$ cat src/rtl/fetch_queue_stage.sv
// fetch_queue_stage: instruction-fetch front end.
//   Owns the PC and issues one request per cycle to a synchronous instruction
//   memory with a fixed one-cycle latency. Returned words land in a DEPTH-entry
//   FIFO that feeds decode over a valid/ready handshake. A redirect flushes the
//   FIFO and bumps an epoch tag, so the response to a request already in flight
//   is recognised as stale and dropped.
// Ports:
//   clock, reset          clock, synchronous active-high reset
//   redirect_valid/pc     redirect from execute (overrides everything but reset)
//   imem_req_valid/addr   request this cycle, address = current PC
//   imem_resp_data        word for the request issued in the previous cycle
//   out_valid/ready       handshake to decode
//   out_pc/epoch/instr.   head entry of the FIFO
//   occupancy             registered FIFO entry count
module fetch_queue_stage #(
  parameter int              XLEN       = 32,
  parameter int              INST_WIDTH = 32,
  parameter int              DEPTH      = 4,
  parameter int              EPOCH_BITS = 2,
  parameter logic [XLEN-1:0] RESET_PC   = '0
) (
  input  logic                       clock,
  input  logic                       reset,
  input  logic                       redirect_valid,
  input  logic [XLEN-1:0]            redirect_pc,
  output logic                       imem_req_valid,
  output logic [XLEN-1:0]            imem_req_addr,
  input  logic [INST_WIDTH-1:0]      imem_resp_data,
  output logic                       out_valid,
  input  logic                       out_ready,
  output logic [XLEN-1:0]            out_pc,
  output logic [EPOCH_BITS-1:0]      out_epoch,
  output logic [INST_WIDTH-1:0]      out_instruction,
  output logic [$clog2(DEPTH):0]     occupancy
);

  localparam int PTR_W = $clog2(DEPTH);
  localparam int CNT_W = PTR_W + 1;

  typedef struct packed {
    logic [XLEN-1:0]       pc;
    logic [EPOCH_BITS-1:0] epoch;
    logic [INST_WIDTH-1:0] inst;
  } entry_t;

  logic [XLEN-1:0]       pc_q, pc_d;
  logic [EPOCH_BITS-1:0] epoch_q, epoch_d;
  logic [PTR_W-1:0]      head_q, head_d, tail_q, tail_d;
  logic [CNT_W-1:0]      count_q, count_d;
  logic                  inflight_q, inflight_d;
  logic [XLEN-1:0]       tag_pc_q, tag_pc_d;
  logic [EPOCH_BITS-1:0] tag_epoch_q, tag_epoch_d;
  entry_t [DEPTH-1:0]    fifo_q, fifo_d;

  logic [CNT_W:0] credits_used;
  logic           issue, push, pop;

  // Credits: an in-flight request has a FIFO slot reserved, so the FIFO can
  // never overflow even though memory cannot be back-pressured.
  assign credits_used = {1'b0, count_q} + (CNT_W+1)'(inflight_q);
  assign issue        = !reset && !redirect_valid && (credits_used < (CNT_W+1)'(DEPTH));

  // Responses tagged with an old epoch belong to a redirected-away stream.
  assign push = inflight_q && (tag_epoch_q == epoch_q) && !redirect_valid;
  assign pop  = out_valid && out_ready;

  assign imem_req_valid  = issue;
  assign imem_req_addr   = pc_q;
  assign out_valid       = !reset && !redirect_valid && (count_q != '0);
  assign out_pc          = fifo_q[head_q].pc;
  assign out_epoch       = fifo_q[head_q].epoch;
  assign out_instruction = fifo_q[head_q].inst;
  assign occupancy       = count_q;

  always_comb begin
    pc_d        = pc_q;
    epoch_d     = epoch_q;
    head_d      = head_q;
    tail_d      = tail_q;
    count_d     = count_q;
    fifo_d      = fifo_q;
    inflight_d  = issue;
    tag_pc_d    = pc_q;
    tag_epoch_d = epoch_q;

    if (redirect_valid) begin
      pc_d    = redirect_pc;
      epoch_d = epoch_q + EPOCH_BITS'(1);
      head_d  = '0;
      tail_d  = '0;
      count_d = '0;
    end else begin
      if (issue) pc_d = pc_q + XLEN'(INST_WIDTH/8);
      if (push) begin
        fifo_d[tail_q] = '{pc: tag_pc_q, epoch: tag_epoch_q, inst: imem_resp_data};
        tail_d         = tail_q + PTR_W'(1);
      end
      if (pop) head_d = head_q + PTR_W'(1);
      case ({push, pop})
        2'b10:   count_d = count_q + CNT_W'(1);
        2'b01:   count_d = count_q - CNT_W'(1);
        default: count_d = count_q;
      endcase
    end
  end

  always_ff @(posedge clock) begin
    if (reset) begin
      pc_q        <= RESET_PC;
      epoch_q     <= '0;
      head_q      <= '0;
      tail_q      <= '0;
      count_q     <= '0;
      inflight_q  <= 1'b0;
      tag_pc_q    <= '0;
      tag_epoch_q <= '0;
    end else begin
      pc_q        <= pc_d;
      epoch_q     <= epoch_d;
      head_q      <= head_d;
      tail_q      <= tail_d;
      count_q     <= count_d;
      inflight_q  <= inflight_d;
      tag_pc_q    <= tag_pc_d;
      tag_epoch_q <= tag_epoch_d;
    end
  end

  // Entry storage needs no reset; count/pointers qualify it.
  always_ff @(posedge clock) begin
    fifo_q <= fifo_d;
  end

endmodule

$ cat config.mk
export PLATFORM = sky130hd
export DESIGN_NAME = fetch_queue_stage
export DESIGN_NICKNAME = d
export VERILOG_FILES = /design/src/rtl/fetch_queue_stage.sv
export SDC_FILE = /design/constraint.sdc
export NUM_CORES = 1
export LEC_CHECK = 0
export ABC_AREA = 1
export BUFFER_PORTS_ARGS = -buffer_cell sky130_fd_sc_hd__buf_4
export CORE_MARGIN = 10
export CORE_UTILIZATION = 24
export DETAILED_ROUTE_END_ITERATION = 10
export GPL_TIMING_DRIVEN = 0
export PLACE_DENSITY = 0.44
export SETUP_SLACK_MARGIN = 0.4
export SKIP_CTS_REPAIR_TIMING = 1
export SLEW_MARGIN = 20
export SYNTH_ARGS = -nofsm -noshare
export SYNTH_HDL_FRONTEND = slang
export SYNTH_SLANG_ARGS = --single-unit
export TNS_END_PERCENT = 20
$ cat constraint.sdc
create_clock -name clock -period 5 [get_ports clock]
set_clock_uncertainty 0.2 [all_clocks]
set_input_delay 0 -clock clock [delete_from_list [all_inputs] [get_ports clock]]
set_output_delay 0 -clock clock [all_outputs]
set_load 0.01 [all_outputs]
# Word-level counts from Yosys, hierarchy flattened
# Cells that the tools add are included.
[totals]
in_bits = 68
wordCells = 57
register_bits = 340
output_inout_bits = 103
[op_classes]
n_addsub = 7
n_mux = 8
n_eq_ne = 3
n_bitwise = 1
reduce_logical = 14
n_lt_le_gt_ge = 4
[ops]
columns = ["cell", "n"]
rows = [
  ["$bwmux 264", 1],
  ["$bmux 66 s2", 1],
  ["$demux 66 s2", 1],
  ["$mux 66", 2],
  ["$mux 32", 2],
  ["$add 32x3->32 const B", 1],
  ["$logic_and 1x1->1", 7],
  ["$add 2x1->2 const B", 3],
  ["$lt 2x3->1 const B", 2],
  ["$pmux 3 s2", 1],
  ["$add 3x1->4", 1],
  ["$lt 4x3->1 const B", 1],
  ["$reduce_bool 2->1", 2],
  ["$add 3x1->3 const B", 1],
  ["$reduce_bool 3->1", 1],
  ["$sub 3x1->3 const B", 1],
  ["$eq 2x1->1 const B", 1],
  ["$eq 2x2->1", 1],
  ["$eq 2x2->1 const B", 1],
  ["$ge 2x1->1 const B", 1],
  ["$logic_not 1->1", 2],
  ["$reduce_and 2->1", 1],
  ["$reduce_or 2->1", 1],
  ["$not 1->1", 1],
]

# Depth between registers and ports, before layout
# Gate-level depths: netlist of run 1.
[depth]
word_depth = 6
ltp_mapped = 12
ltp_nobuf = 12

# Least setup slack after synthesis of run 1
# OpenSTA, ideal clock, no wires.
[synth_timing]
kind = "reg2reg"
startpoint = "register epoch_q[0]"
endpoint = "register fifo_q[0] in the netlist's numbering (enable)"
slack_ns = 0.744
path_stages_with_launch = 7
t_required_ns = 4.310
period_less_slack_ns = 4.256
t_arrival_ns = 3.565
path_buffers = 0
setup_time_ns = 0.490
path_cell_list = "dfxtp_1 > inv_1 > or2_2 > nand3_1 > nor2_1 > inv_1 > nor2_1"
[synth_via]
elab_chain_len = 4
[synth_lines]
columns = ["element", "line_no", "rtl"]
rows = [
  ["start, declared", "47", "logic [EPOCH_BITS-1:0] epoch_q, epoch_d;"],
  ["start signal, assigned", "119", "epoch_q <= epoch_d;"],
  ["$eq 2x2->1", "64", "assign push = inflight_q && (tag_epoch_q == epoch_q) && !redirect_valid;"],
  ["$logic_and 1x1->1 (2 in series)", "64", ""],
  ["$reduce_and 2->1 (no line)", "-", ""],
  ["end signal, assigned", "131", "fifo_q <= fifo_d;"],
  ["end, declared", "53", "entry_t [DEPTH-1:0] fifo_q, fifo_d;"],
]
# Every way passes these cells.
# A chain may end at the register's enable or synchronous reset.

# Worst setup path after layout of run 1
[layout_timing]
startpoint = "register tag_epoch_q[0]"
endpoint = "register count_q[0], in the netlist occupancy[0]"
[layout_via]
elab_chain_len = 5
word_cells_on_any_way = 7
classes_between = "eq/ne (3); mux (1); reduce/logical (3)"
[layout_lines]
columns = ["element", "line_no", "rtl"]
rows = [
  ["start, declared", "52", "logic [EPOCH_BITS-1:0] tag_epoch_q, tag_epoch_d;"],
  ["start signal, assigned", "125", "tag_epoch_q <= tag_epoch_d;"],
  ["$eq 2x2->1 *", "64", ""],
  ["$logic_and 1x1->1 * (2 in series)", "64", ""],
  ["$eq 2x1->1 / $eq 2x2->1 (equally long branches)", "99", "case ({push, pop})"],
  ["$pmux 3 s2 / $reduce_bool 2->1 (equally long branches)", "-", ""],
  ["end signal, assigned", "122", "count_q <= count_d;"],
  ["end, declared", "49", "logic [CNT_W-1:0] count_q, count_d;"],
]
# Mark *: on every way between the ends. The rest lies on a longest branch, timed or not.

==> results.cfg, run 1 <==
[routing]
wl_per_cell_um = 18.46
drtIter0Drc = 604
drcViolationCount = 0
drt-vias-per-instance = 4.228
drt-total-wl_mm = 41.70
antenna_left = 0
vias = 9552
first_pass_iters = 7

[synthesis]
avgSynthCellArea_um2 = 11.43
synthesis.area_um2 = 13320
yosys_register_bits = 340
yosys_warnings = 0
seq_area_frac_synth = 0.7095
postSynthNetCount = 1240
synthCells = 1165
ys_types = 33

[cells_and_area]
antenna_cells = 0
nNetsFinal = 1555
fillers = 5529
final_util = 0.3291
drive_gt1_frac = 0.1926
multi_input_area_um2 = 3333
seqCellArea_um2 = 9449
syn2layout_area_growth_pct = 35.87

[cts]
cts_tree = done
htreeDepth = 2
clk_latency_ns = 0.55
cts_sinks = 340
clkTransAtPathRegs_ns = 0.06
cts_max_path_buffers = 3
clockRootBuffer = clkbuf_16
cts_buffers = 40

[pwr]
p_leak_nw = 6.593
p_seq_frac = 0.490
ir_worst_vdd_uv = 183.8
p_comb_frac = 0.053
swShare = 0.2175
p_int_w = 0.004996
p_per_area_nw_per_um2 = 352.9
switching_power_w = 0.001388
p_clk_frac = 0.457

[critical_path]
reg2reg_depth = 9
startpoint = tag_epoch_q[0]
worstReg2RegStart = tag_epoch_q[0]
crit_required_ns = 5.24
crit_top_cell = dlygate4sd3_1
critPathBufInv = 3
regToRegSetupSlack_ns = 1.74
critPathArrivalTime_ns = 3.50
worstSetupPathType = reg -> reg
cp_slowest_cell = dlygate4sd3_1
reg2reg_to = occupancy[0]
worstSetupPathDepth = 9
cp-endpoint = occupancy[0]
cp_top_family = buffers and inverters
max_stage_delay_ns = 0.59
end_kind = flop
start_kind = flop
cp_max_fo = 7
cp_cell_sequence = or2_2, nand3_1, nor2_1, inv_1, ha_1, o21ai_0, dlygate4sd3_1, a21oi_1, dlygate4sd3_1

[floorplan]
die_height_um = 255.6
dieArea_um2 = 65310
coreArea_um2 = 54990
ios = 171
start_util = 0.2422
die-width_um = 255.6
row_count = 86

[grt]
grt_pass1_wl_mm = 61.35
grt_usage = 0.1228
grt_max_degree = 22
overflow = 0
antenna_found_initial = 0
grt_pass1_vias = 9472

[sta]
hold_ws_ns = 0.01039
finalHoldViolCount = 0
max_slew_margin = 0.5415
period_share = 0.6524
finalCriticalPeriod_ns = 3.262
max_freq_mhz = 306.6
drv_slew = 0
tightestPinTransition_ns = 0.6877
rsz0062_at_grt = false
setup_viol = 0

[placement]
gp_congestion = 0.8446
hpwl_mm = 28.79
port_buffers = 168

[hold_path]
hold_class = in -> reg
min_from = imem_resp_data[28]

[run_status]
outcome = finished clean

[job]
drv_cap = 0
[Yosys cell counts]
library cell | number | area, um2
nand2_4 | 3 | 33.78
nor2_4 | 4 | 45.04
o21ai_0 | 157 | 785.8
nand2_1 | 119 | 446.7
a22oi_1 | 2 | 15.01
o211ai_1 | 2 | 15.01
nor2_8 | 2 | 40.04
nand3_1 | 36 | 180.2
ha_1 | 6 | 75.07
edfxtp_1 | 264 | 7928
a21oi_1 | 34 | 170.2
buf_2 | 14 | 70.07
nor2_1 | 210 | 788.3
nand2_2 | 4 | 25.02
buf_6 | 1 | 11.26
o22ai_1 | 66 | 412.9
or2_2 | 1 | 6.260
nor2_2 | 5 | 31.28
a31oi_1 | 6 | 37.54
nand3b_1 | 2 | 15.01
nand3_4 | 1 | 17.52
and2_1 | 1 | 6.260
o21a_1 | 1 | 7.510
dfxtp_1 | 76 | 1521
inv_2 | 3 | 11.26
fa_1 | 1 | 20.02
buf_1 | 1 | 3.750
inv_1 | 79 | 296.5
buf_4 | 4 | 30.03
o21ai_1 | 15 | 75.07
nor3_1 | 2 | 10.01
xor2_1 | 5 | 43.79
clkbuf_1 | 38 | 142.6
[power groups by stage]
stage | logic [W] | registers [W] | clock network [W]
after global routing | 0.000371 | 0.00313 | 0.00314
final | 0.000336 | 0.00313 | 0.00292
after CTS | 0.000283 | 0.00313 | 0.00303
after detailed placement | 0.000282 | 0.00319 | 0
after global placement | 0.000272 | 0.00319 | 0
after floorplan | 0.000113 | 0.00318 | 0
[routing by layer]
metal | up-vias | share of wire | global-route usage
li1 | 4721 | - | -
met1 | 4571 | 0.46 | 0.1561
met2 | 210 | 0.47 | 0.2028
met3 | 50 | 0.048 | 0.03450
met4 | 0 | 0.018 | 0.02992
met5 | - | 0 | 0
[stage by stage]
| step | total power [W] | cells | instance area (um2) | TNS [ns] | worst slack [ns] |
|---|---|---|---|---|---|
| 2_1_floorplan | 0.003297 | 1165 | 13320 | 0 | 0.7443 |
| 3_3_place_gp | 0.003464 | 2081 | 15510 | -581.73 | -2.373 |
| 3_5_place_dp | 0.003471 | 2096 | 15880 | 0 | 2.329 |
| 4_1_cts | 0.006437 | 2169 | 17190 | 0 | 1.870 |
| 5_1_grt | 0.006648 | 2259 | 18090 | 0 | 1.602 |
| 6_report | 0.006385 | 2259 | 18090 | 0 | 1.738 |
[placed cells by master, fill, tap and decap left out, types with 5 or more instances in the layout]
cell           netlist  final
o22ai_1             66     66
clkbuf_1            38     44
o21ai_1             15     15
nand2_1            119    119
a31oi_1              6      6
edfxtp_1           264    264
dfxtp_1             76     76
nor2_4               4      8
buf_16               0      6
nand3_1             36     36
dlygate4sd3_1        0     90
buf_4                4    172
nor2_2               5      5
nor2_1             210    206
clkinv_2             0      9
ha_1                 6      6
buf_12               0      6
clkbuf_16            0     41
buf_2               14     14
clkinv_1             0      5
xor2_1               5      5
a21oi_1             34     34
inv_1               79     79
o21ai_0            157    157
[sequential cells by signal, summed over array words and instances (netlist names)]
register,cells
head_q,2
imem_req_addr,32
fifo_q,264
epoch_q,2
tag_pc_q,32
tag_epoch_q,2
inflight_q,1
occupancy,3
tail_q,2
[how the worst min path moves through the flow]
stage	to	slack [ns]	cells after the start
2_1_floorplan	fifo_q[0]	-0.10	0
3_3_place_gp	fifo_q[159]	0.005	1
3_5_place_dp	fifo_q[85]	0.005	1
4_1_cts	fifo_q[2]	-0.59	1
5_1_grt	fifo_q[203]	0.002	2
6_report	fifo_q[226]	0.01	2
[cells by family after synthesis]
| group | synth area share |
|---|---|
| flops | 0.7095 |
| buf+inv | 0.04247 |
| compound gates | 0.1141 |
| xor+xnor | 0.003288 |
| fa+ha+maj | 0.007140 |
| simple gates | 0.1235 |
[layout make-up]
class | instances | share of cell area
inverter | 82 | 0.01701
clock buffer | 49 | 0.05947
timing repair buffer | 273 | 0.1377
buffer | 58 | 0.01424
clock inverter | 24 | 0.01341
multi-input combinational | 685 | 0.1842
sequential | 340 | 0.5222
tap | 748 | 0.05172
No activity file was read; power rests on OpenSTA's default activity.
==> run 2: changes to the inputs <==
--- a/config.mk
+++ b/config.mk
@@ -5,7 +5,7 @@
 export SDC_FILE = /design/constraint.sdc
 export NUM_CORES = 1
 export LEC_CHECK = 0
-export ABC_AREA = 1
+export ABC_AREA = 0
 export BUFFER_PORTS_ARGS = -buffer_cell sky130_fd_sc_hd__buf_4
 export CORE_MARGIN = 10
 export CORE_UTILIZATION = 24
==> constraint.sdc (replaced) <==
create_clock -name clock -period 3.4 [get_ports clock]
set_clock_uncertainty 0.2 [all_clocks]
set_input_delay 0 -clock clock [delete_from_list [all_inputs] [get_ports clock]]
set_output_delay 0 -clock clock [all_outputs]
set_load 0.01 [all_outputs]
==> run 2 against run 1 <==
Net effect: sequential share of layout area is 2.7 points higher; design area is 4.8% lower; non-clock buffer count is 19 lower; largest power group unchanged; via count is 23% lower; critical path depth is 1 lower; routed wire length is 15% lower; critical path type unchanged; final cell count is 23% lower; clock power is 36% higher; synthesized cell count is 40% lower; sequential cell count stayed put; global-route usage is 1.4 points lower; die area is 4.3% lower.
==> results.cfg, run 2 <==
[cts]
clk_latency_ns = 0.56
cts_tree = done
cts_sinks = 340
clockRootBuffer = clkbuf_16
cts_max_path_buffers = 3
htreeDepth = 2
clkTransAtPathRegs_ns = 0.06
cts_buffers = 40

[critical_path]
critPathBufInv = 1
cp_max_fo = 6
cp_cell_sequence = nor3_1, nor3b_1, ha_1, inv_1, fa_1, xor2_1, or3_1, a21oi_1
max_stage_delay_ns = 0.69
worstSetupPathType = reg -> reg
start_kind = flop
cp_top_family = simple AND/OR/NAND/NOR gates
cp_slowest_cell = nor3b_1
end_kind = flop
crit_required_ns = 3.69
critPathArrivalTime_ns = 3.22

[synthesis]
synthCells = 698
seq_area_frac_synth = 0.7438
yosys.area.top_type = edfxtp_1
synthesis.area_um2 = 12700
synth_common_cells = edfxtp_1 (264), dfxtp_1 (76), mux4_2 (66)
synth_most_common_cell = edfxtp_1
synthTopCellsByArea = edfxtp_1 (62%), dfxtp_1 (12%), mux4_2 (12%), nor2b_1 (1.7%), nand2_1 (0.86%)
yosys_warnings = 0
avgSynthCellArea_um2 = 18.20
synth_edf_count = 264
ys_types = 49
yosys_register_bits = 340
synth_top_area_share = 0.6241
postSynthNetCount = 773
async_flop_share = 0
synth_flop_cell = edfxtp_1

[floorplan]
dieArea_um2 = 62530
ios = 171
coreArea_um2 = 52450
die_height_um = 250.1
die-width_um = 250.1
start_util = 0.2422
row_count = 84

[sta]
max_slew_margin = 0.4094
setup_viol = 0
drv_slew = 0
rsz0062_at_grt = true
finalCriticalPeriod_ns = 2.937
hold_ws_ns = 0.006201
tightestPinTransition_ns = 0.8792
period_share = 0.8637
max_freq_mhz = 340.5
finalHoldViolCount = 0

[routing]
antenna_left = 0
vias = 7401
first_pass_iters = 4
drtIter0Drc = 423
drt-vias-per-instance = 4.271
drt-total-wl_mm = 35.27
drcViolationCount = 0
wl_per_cell_um = 20.35

[cells_and_area]
layout.cells.most_common = edfxtp_1
drive_gt1_frac = 0.3072
antenna_cells = 0
regMostFlops = fifo_q
nNetsFinal = 1091
syn2layout_area_growth_pct = 35.54
mostFrequentLayoutCells = edfxtp_1 (264), buf_4 (170), dlygate4sd3_1 (101), dfxtp_1 (76), mux4_2 (66)
largest_register_ff_count = 264

[pwr]
p_leak_nw = 5.842
finalPower_w = 0.009086
ir_worst_vdd_uv = 278.0
p_per_area_nw_per_um2 = 527.7

[grt]
grt_max_degree = 35
grt_pass1_wl_mm = 51.69
grt_usage = 0.1092
antenna_found_initial = 1
grt_pass1_vias = 7669
overflow = 0

[placement]
port_buffers = 168
hpwl_mm = 23.82
gp_congestion = 0.7802

[run_status]
outcome = finished clean

[hold_path]
hold_class = in -> reg

[job]
drv_cap = 0
-- run 2: changes by cell type in the layout (fill, tap and decap cells not counted), moves of 13 or more --
cell,delta
o22ai_1,-60
o21ai_0,-152
nand3_1,-22
clkbuf_1,-15
nand4_1,+14
inv_1,-68
nand2_1,-90
a21oi_1,-20
nor2_1,-183
mux4_2,+66
o21ai_1,-15
buf_2,-13
nor2b_1,+34
-- run 2: path summary, 6_finish.rpt --
kind                       from           end  slack, ns  cells past startpoint
max                occupancy[2]  occupancy[2]       0.46                      8
min          imem_resp_data[19]   fifo_q[217]      0.006                      2
max reg2reg        occupancy[2]  occupancy[2]       0.46                      8
min reg2reg         tag_pc_q[8]   fifo_q[108]       0.28                      0
-- run 2: layout make-up --
type,count,area [um2]
fill,5098,35230
sequential,340,9449
multi-input combinational,310,3055
timing repair buffer,276,2420
clock buffer,53,1080
tap,688,860.8
buffer,36,175.2
clock inverter,18,127.6
inverter,12,50.05
-- run 2: through the flow --
stage	instances	util	setup TNS [ns]	instance area, um2	setup slack (ns)
after floorplan	698	-	0	12710	0.2913
after global placement	1554	0.2827	-203.55	14830	-1.536
after detailed placement	1561	0.2857	0	14980	0.3513
after CTS	1632	0.3087	0	16190	0.001711
after global routing	1733	0.3283	0	17220	0.2831
final	1733	0.3283	0	17220	0.4634
-- run 2: where the power goes --
group | switching [W] | internal, W
sequential | 0.0000789 | 0.00455
combinational | 0.000223 | 0.000269
clock | 0.00166 | 0.00231
total | 0.00196 | 0.00713
-- run 2: kinds of logic (layout without fill, tap and decap cells) --
logic type                 Yosys count  count (layout)  share of synthesized area
AOI/OAI and AO/OA                   61              61                    0.03132
and+or+nand+nor                    154             154                    0.06786
adders and majority gates            7               7                   0.007485
xor gates and xnor gates            16              16                    0.01103
muxes                               72              72                     0.1220
DFF                                340             340                     0.7438
buffers and inverters               48             395                    0.01645
-- run 2: layer usage --
| metal | part of all wire | vias up | routed length, um | track usage |
|---|---|---|---|---|
| met4 | 0.022 | 2 | 781 | 0.03081 |
| met1 | 0.46 | 3752 | 16150 | 0.1403 |
| met5 | 0.00037 | - | 13 | 0 |
| met3 | 0.054 | 53 | 1904 | 0.03397 |
| met2 | 0.47 | 183 | 16420 | 0.1743 |
| li1 | - | 3411 | - | - |
